File: src/rtl/ets_sweep_ctrl.sv
// Steps a delay-tap phase across a range, runs one accumulator start/done cycle per phase, streams {phase,count} results.
// Results appear 2+ cycles after done; holding res_ready low parks the sweep in OUT with the result held stable.
module ets_sweep_ctrl #(
    parameter int PHASE_W = 6,
    parameter int DATA_W  = 32,
    parameter int SETTLE  = 4
) (
    input  logic               clk,
    input  logic               rst_n,
    input  logic               sweep_start,
    input  logic [PHASE_W-1:0] last_phase,
    input  logic [7:0]         enc_div,
    output logic [PHASE_W-1:0] phase,
    output logic               enc,
    output logic               ets_start,
    input  logic               ets_done,
    input  logic [DATA_W-1:0]  ets_data,
    output logic               res_valid,
    input  logic               res_ready,
    output logic [DATA_W-1:0]  res_data,
    output logic [PHASE_W-1:0] res_phase,
    output logic               res_last,
    output logic               busy,
    output logic               sweep_done
);

    localparam logic [2:0] S_IDLE    = 3'd0;
    localparam logic [2:0] S_SETTLE  = 3'd1;
    localparam logic [2:0] S_RUN     = 3'd2;
    localparam logic [2:0] S_RELEASE = 3'd3;
    localparam logic [2:0] S_OUT     = 3'd4;

    localparam int              CNT_W       = (SETTLE > 1) ? $clog2(SETTLE) : 1;
    localparam logic [CNT_W-1:0] SETTLE_INIT = CNT_W'(SETTLE - 1);

    logic [2:0]         state;
    logic [CNT_W-1:0]   settle_cnt;
    logic [7:0]         enc_cnt;
    logic [7:0]         div_q;
    logic [PHASE_W-1:0] last_q;

    // Every output is a decode of registered state, so reset drops them asynchronously.
    assign busy      = (state != S_IDLE);
    assign ets_start = (state == S_RUN);
    assign res_valid = (state == S_OUT);
    assign enc       = busy & (enc_cnt == 8'd0);

    always_ff @(posedge clk or negedge rst_n) begin
        if (!rst_n) begin
            state      <= S_IDLE;
            phase      <= '0;
            settle_cnt <= '0;
            enc_cnt    <= '0;
            div_q      <= '0;
            last_q     <= '0;
            res_data   <= '0;
            res_phase  <= '0;
            res_last   <= 1'b0;
            sweep_done <= 1'b0;
        end else begin
            sweep_done <= 1'b0;

            if (state == S_IDLE) begin
                enc_cnt <= 8'd0;
            end else begin
                enc_cnt <= (enc_cnt == div_q) ? 8'd0 : enc_cnt + 8'd1;
            end

            case (state)
                S_IDLE: begin
                    if (sweep_start) begin
                        phase      <= '0;
                        last_q     <= last_phase;
                        div_q      <= enc_div;
                        settle_cnt <= SETTLE_INIT;
                        state      <= S_SETTLE;
                    end
                end
                S_SETTLE: begin
                    if (settle_cnt == '0) begin
                        state <= S_RUN;
                    end else begin
                        settle_cnt <= settle_cnt - CNT_W'(1);
                    end
                end
                S_RUN: begin
                    if (ets_done) begin
                        res_data  <= ets_data;
                        res_phase <= phase;
                        res_last  <= (phase == last_q);
                        state     <= S_RELEASE;
                    end
                end
                S_RELEASE: begin
                    // Accumulator must drop done (its clear step) before the next start.
                    if (!ets_done) begin
                        state <= S_OUT;
                    end
                end
                S_OUT: begin
                    if (res_ready) begin
                        if (res_last) begin
                            sweep_done <= 1'b1;
                            state      <= S_IDLE;
                        end else begin
                            phase      <= phase + PHASE_W'(1);
                            settle_cnt <= SETTLE_INIT;
                            state      <= S_SETTLE;
                        end
                    end
                end
                default: state <= S_IDLE;
            endcase
        end
    end

endmodule

File: config.mk
export PLATFORM = sky130hd
export DESIGN_NAME = ets_sweep_ctrl
export DESIGN_NICKNAME = d
export VERILOG_FILES = /design/src/rtl/ets_sweep_ctrl.sv
export SDC_FILE = /design/constraint.sdc
export NUM_CORES = 1
export LEC_CHECK = 0
export CORE_MARGIN = 4
export CORE_UTILIZATION = 50
export DETAILED_ROUTE_END_ITERATION = 6
export PLACE_DENSITY_LB_ADDON = 0.25
export SYNTH_ARGS = -nofsm -noshare
export SYNTH_HDL_FRONTEND = slang
export SYNTH_SLANG_ARGS = --single-unit
File: constraint.sdc
create_clock -name clk -period 2.9 [get_ports clk]
set_input_delay 0.435 -clock clk [delete_from_list [all_inputs] [get_ports clk]]
set_output_delay 0.435 -clock clk [all_outputs]
set_load 0.02 [all_outputs]
==> metrics, run 1 <==
Syn Inst Count=236; GPL Wtd Cong=0.831; Post-DP HPWL=4700 um; syn_nets=291; largest net degree at the start of global routing=74; GRT met2 Usage=0.295; Util after Layout=0.742; max incr delay on CP=0.67 ns; die area=0.00769 sq mm; slowest CP cell=clkdlybuf4s50_1; Peak VDD IR=0.630 mV; sequential share of the synthesized area=0.575; GR Layer Usage met1=0.219; post_cts resized=0; Setup Skew=0.00660 ns; # Post-CTS Setup Buffers=0; CTS sink cnt=73; Post-route DRC=0; worst skew pair latency=0.33 ns; total global-route track usage=0.179; Bufs on Longest Clock Path=2; Sum Neg Setup Slack=0 ns; Post-CTS Hold Fix Bufs=0; Final min period=2.62 ns; initial antenna violation count=0; GRT overflow=0; Avg Cell Area, Syn=13.5 sq um; via count=2164; layout cell share with drive strength beyond 1=0.214; Post-DRT Antenna Nets=0; leakage=1.91 nW; pwr dens=1010 mW/mm^2; f_max=382 MHz; io pins=101; vias per cell=5.14; CTS H-Tree Depth=3; Reg clk slew, reported paths=0.08 ns; drt pass-1 iters=4; FF+latch count, synth=73; total power=4.51 mW; Ys Warns=0; Num CTS Buffers=9; nature of the critical path endpoint=primary output; row count=28; Worst EP arrival=2.19 ns; first-pass GRT wire length=10700 um; max-cap viol count=0; Fin. Hold Viols=0; die width=87.7 um; Core Area=0.00603 sq mm; CTS root buf=clkbuf_8; Syn-to-layout area delta=40.8%; routed wire length=6650 um; worst path cell trace=inv_1 > ha_1 > nor4b_1 > nand2_1 > nor4_1 > clkdlybuf4s50_1; count of final max-slew check failures=0; Startpoint Class=flop; number of diodes=0; vias in the first global route=2267; nets=396; Crit path required time=2.47 ns; unrepaired setup endpoints after global routing=false; final worst slack=0.280 ns; CTS tree=yes; Finish-stage setup viols=0; met3 Usage GRT=0.0611; worst slack, placed=0.638 ns; Final Cycle Share=0.904; Setup CP Type=reg -> out; initial drt markers=72; Mapped Area=0.00317 sq mm; post-synth cell types=34; starting density of the core=0.527; HP Class=in -> async; WL/cell=15.8 um; fill count=420; largest fanout on the critical path=7; status=complete, no violations; port buffer count=100; Worst-Margin Slew=0.900 ns; die height=87.7 um; GRT busiest layer=met2; Slew headroom=0.400
## critical path: cells and delay by family, from the launching register on
| family | cells | cell delay (ns) |
|---|---|---|
| adder cells (fa/ha/maj) | 1 | 0.13 |
| buffers and inverters | 2 | 0.76 |
| flip-flops | 1 | 0.46 |
| AND/OR/NAND/NOR | 3 | 0.52 |
## stage by stage
stage	cells	hold slack, ns	area (sq um)
after global placement	405	0.464	4230
after floorplan	236	0.139	3170
after CTS	421	0.264	4470
after detailed placement	405	0.465	4230
final	421	0.229	4470
after global routing	421	0.295	4470
## sequential cells by signal, indices dropped and copies added (netlist names)
signal	flops
last_q	6
settle_cnt	2
div_q	8
sweep_done	1
res_phase	6
phase	6
state	3
enc_cnt	8
res_data	32
res_last	1
## logic make-up (layout without fill, tap and decap cells)
logic type | Yosys count | count (layout) | share of synthesized area
muxes | 53 | 53 | 0.195
and+or+nand+nor | 52 | 52 | 0.0891
adders and majority gates | 4 | 4 | 0.0158
DFF | 73 | 73 | 0.575
buffers and inverters | 17 | 127 | 0.0296
xor gates and xnor gates | 24 | 24 | 0.0662
AOI/OAI and AO/OA | 13 | 13 | 0.0288
## layout make-up
cell class              count  area [sq um]  area share
repair buffers            101          1010       0.225
well taps                  75          93.8      0.0210
flip-flops and latches     73          1830       0.409
inverters                  10          37.5     0.00840
multi-input cells         146          1260       0.282
clock buffers              11           141      0.0316
clock inverters             5           103      0.0230
## cells in the final DEF, fill, tap and decap left out, types with 2 or more instances in the layout
cell type         n
clkdlybuf4s50_1  99
dfrtp_1          73
mux2_2           47
xnor2_1          19
nor2_1           15
inv_1            10
clkbuf_8         10
nand3_1           9
mux2_4            6
nand2_1           5
xor2_1            5
nand4_1           4
a21oi_1           4
ha_1              4
nor3_1            3
and3_1            3
nand2b_1          3
bufinv_16         3
nor4b_1           2
o21ai_0           2
a211oi_1          2
buf_4             2
## routing by layer
metal	wire length [um]	up-vias
met5	0	-
met4	97	0
met3	473	8
met2	3270	65
met1	2810	1062
li1	-	1029
## worst paths after layout
kind / start / to / slack (ns) / cells past startpoint
hold reg to reg: settle_cnt[0]$_DFFE_PN0P_ / settle_cnt[0]$_DFFE_PN0P_ / 0.48 / 1
min in group clk: settle_cnt[0]$_DFFE_PN0P_ / settle_cnt[0]$_DFFE_PN0P_ / 0.48 / 1
setup reg to reg: state[0]$_DFFE_PN0P_ / div_q[6]$_DFFE_PN0P_ / 0.99 / 3
setup / recovery: enc_cnt[0]$_DFF_PN0_ / enc / 0.28 / 6
hold / removal: rst_n / sweep_done$_DFF_PN0_ / 0.23 / 1
max in group asynchronous: rst_n / res_phase[4]$_DFFE_PN0P_ / 2.09 / 1
## synthesized netlist by cell type
cell type	instances	area [sq um]
o21ai_1	1	5.00
dfrtp_1	73	1830
o21ai_0	2	10.0
xnor2_1	19	166
and3_1	3	18.8
mux2_4	6	90.1
nand3_1	9	45.0
nor4b_1	2	17.5
nand4_1	4	25.0
nor2_1	16	60.1
o31ai_1	1	7.51
nand3b_2	1	11.3
inv_1	10	37.5
nor2b_1	1	6.26
a211oi_1	2	15.0
a2111oi_2	1	15.0
nand3b_1	1	7.51
buf_4	2	15.0
buf_6	1	11.3
a21oi_1	4	20.0
xor2_1	5	43.8
buf_8	1	15.0
or2_1	1	6.26
or3_1	1	6.26
nand2_1	5	18.8
nor4_1	1	6.26
o32ai_1	1	8.76
nand2b_1	3	18.8
buf_2	3	15.0
nor2_8	1	20.0
a2111oi_1	1	10.0
nor3_1	3	15.0
ha_1	4	50.1
mux2_2	47	529
## power breakdown
part | switching, mW | internal [mW] | total, mW
logic | 0.846 | 1.01 | 1.86
registers | 0.278 | 1.41 | 1.69
clock network | 0.369 | 0.594 | 0.964
Note: power is estimated with default switching activity, not from simulation.
==> run 2, diff against run 1 <==
Clock period 2.9 ns to 3.1 ns, I/O delays scaled along.
==> run 2 against run 1 <==
Clock skew grew 0.00068 ns. Combinational power shrank 6%. Via count increased by 1.2%. Register-to-register slack better by 0.23 ns. Die area stayed put. Design area unchanged. Critical path type unchanged. Sequential power decreased by 7%. Sequential share of layout area stayed put. Worst setup slack better by 0.16 ns. Core utilization stayed put. Power down 6.4%.
==> metrics, run 2 (synthesis gave the netlist of run 1 again) <==
Crit path required time=2.63 ns (+0.16 ns); Post-DRT Antenna Nets=0 (unchanged); fill count=420 (unchanged); Final Cycle Share=0.857; Setup CP Type=reg -> out; max-cap viol count=0 (unchanged); Fin. Hold Viols=0 (unchanged); largest net degree at the start of global routing=74 (unchanged); initial antenna violation count=0 (unchanged); commonest non-fill, non-tap cell in the layout=clkdlybuf4s50_1; Bufs on Longest Clock Path=2 (unchanged); port buffer count=100 (unchanged); Post-route DRC=0 (unchanged); nets=396 (unchanged); nature of the critical path endpoint=primary output; worst skew pair latency=0.33 ns (about the same); cell count after placement=405 (unchanged); die area=0.00769 sq mm (unchanged); post_cts resized=0 (unchanged); routed wire length=6730 um (+1.2%); GPL Wtd Cong=0.831 (unchanged); Syn-to-layout area delta=40.8% (unchanged); die height=87.7 um (unchanged); vias per cell=5.20 (+1.2%); leakage=1.91 nW (unchanged); die width=87.7 um (unchanged); drt pass-1 iters=4 (unchanged); count of final max-slew check failures=0 (unchanged); max reg flops=32 (unchanged); Slew headroom=0.401 (+0.00110); CP startpoint=enc_cnt[0]$_DFF_PN0_; unrepaired setup endpoints after global routing=false; Post-DP HPWL=4730 um (+0.71%); via count=2190 (+1.2%); commonest cells after routing, fill and taps aside=clkdlybuf4s50_1, dfrtp_1, mux2_2; row count=28 (unchanged); io pins=101 (unchanged); Worst EP arrival=2.19 ns (about the same); f_max=376 MHz; Register-to-Register Path Depth=3 (unchanged); Num CTS Buffers=9 (unchanged); multi-input logic area=0.00126 sq mm (unchanged); Logic pwr share=0.412 (about the same); Finish-stage setup viols=0 (unchanged); pwr dens=945 mW/mm^2 (-6.4%); status=complete, no violations; register area=0.00183 sq mm (unchanged); Clock power frac=0.213 (about the same); starting density of the core=0.527 (unchanged); Worst-Margin Slew=0.898 ns (-0.00165 ns); Sum Neg Setup Slack=0 ns (unchanged); biggest regs=res_data (32), div_q (8), enc_cnt (8); FF-to-FF End=last_q[5]$_DFFE_PN0P_; Worst R2R Setup Slack=1.22 ns (+0.23 ns); Post-CTS Hold Fix Bufs=0 (unchanged); number of diodes=0 (unchanged); Startpoint Class=flop; Util after Layout=0.742 (unchanged); largest reg by FF count=res_data; CTS root buf=clkbuf_8; largest fanout on the critical path=7 (unchanged); register share of total power=0.375 (about the same); first-pass GRT wire length=10900 um (+1.1%); CTS H-Tree Depth=3 (unchanged); CTS sink cnt=73 (unchanged); WL/cell=16.0 um (+1.2%); end point of the critical path=enc; vias in the first global route=2289 (+0.97%); sw frac=0.331 (about the same); initial drt markers=81 (+13%); total global-route track usage=0.182 (+0.00294); Core Area=0.00603 sq mm (unchanged); layout cell share with drive strength beyond 1=0.214 (unchanged); CTS tree=yes; Reg clk slew, reported paths=0.08 ns (about the same); Final min period=2.66 ns; Final Non-Filler Cells=421 (unchanged); GRT overflow=0 (unchanged); hold slack=0.265 ns (+0.0364 ns); Setup Skew=0.00728 ns (+0.000684 ns); Int Pwr=2.83 mW (-6.4%); HP Class=in -> async; # Post-CTS Setup Buffers=0 (unchanged); total power=4.22 mW (-6.4%); R2R Path Start=state[0]$_DFFE_PN0P_; switching power=1.40 mW (-6.4%); Peak VDD IR=0.652 mV (+3.6%)
-- run 2: worst min-delay path by stage --
| stage | endpoint |
|---|---|
| after floorplan | div_q[0]$_DFFE_PN0P_ |
| after global placement | settle_cnt[0]$_DFFE_PN0P_ |
| after detailed placement | settle_cnt[0]$_DFFE_PN0P_ |
| after CTS | enc_cnt[5]$_DFF_PN0_ |
| after global routing | enc_cnt[6]$_DFF_PN0_ |
| final | enc_cnt[5]$_DFF_PN0_ |
-- run 2: per-layer routing --
metal	up-vias	routed length (um)	GRT usage
li1	1028	-	-
met1	1084	2830	0.223
met2	66	3300	0.293
met3	12	452	0.0602
met4	0	151	0.0851
met5	-	0	0
-- run 2: metrics by stage --
stage                     worst slack (ns)  instance area, sq um
after floorplan                       1.11                  3170
after global placement               0.849                  4230
after detailed placement             0.807                  4230
after CTS                            0.410                  4470
after global routing                 0.239                  4470
final                                0.443                  4470
-- run 2: layout make-up --
class	instances	area share
Sequential cell	73	0.409
Multi-Input combinational cell	146	0.282
Timing Repair Buffer	101	0.225
Clock buffer	11	0.0316
Clock inverter	5	0.0230
Tap cell	75	0.0210
Inverter	10	0.00840
-- run 2: worst max-delay path, cell delays in order, from the launching register on --
cell             delay, ns
dfrtp_1               0.46
inv_1                 0.09
ha_1                  0.13
nor4b_1               0.24
nand2_1               0.08
nor4_1                0.19
clkdlybuf4s50_1       0.66
-- run 2: power by group through the flow --
stage	clock, mW	sequential [mW]	combinational (mW)
floorplan	0	1.83	0.791
finish	0.900	1.58	1.74
global placement	0	1.58	1.72
CTS	0.926	1.58	1.77
global route	0.959	1.64	1.87
detailed placement	0	1.60	1.76
==> run 3, diff against run 2 <==
Settings changed: SKIP_LAST_GASP from default to 1.
==> results of run 3 <==
The final DEF is identical to that of run 2; final timing and power are the same.
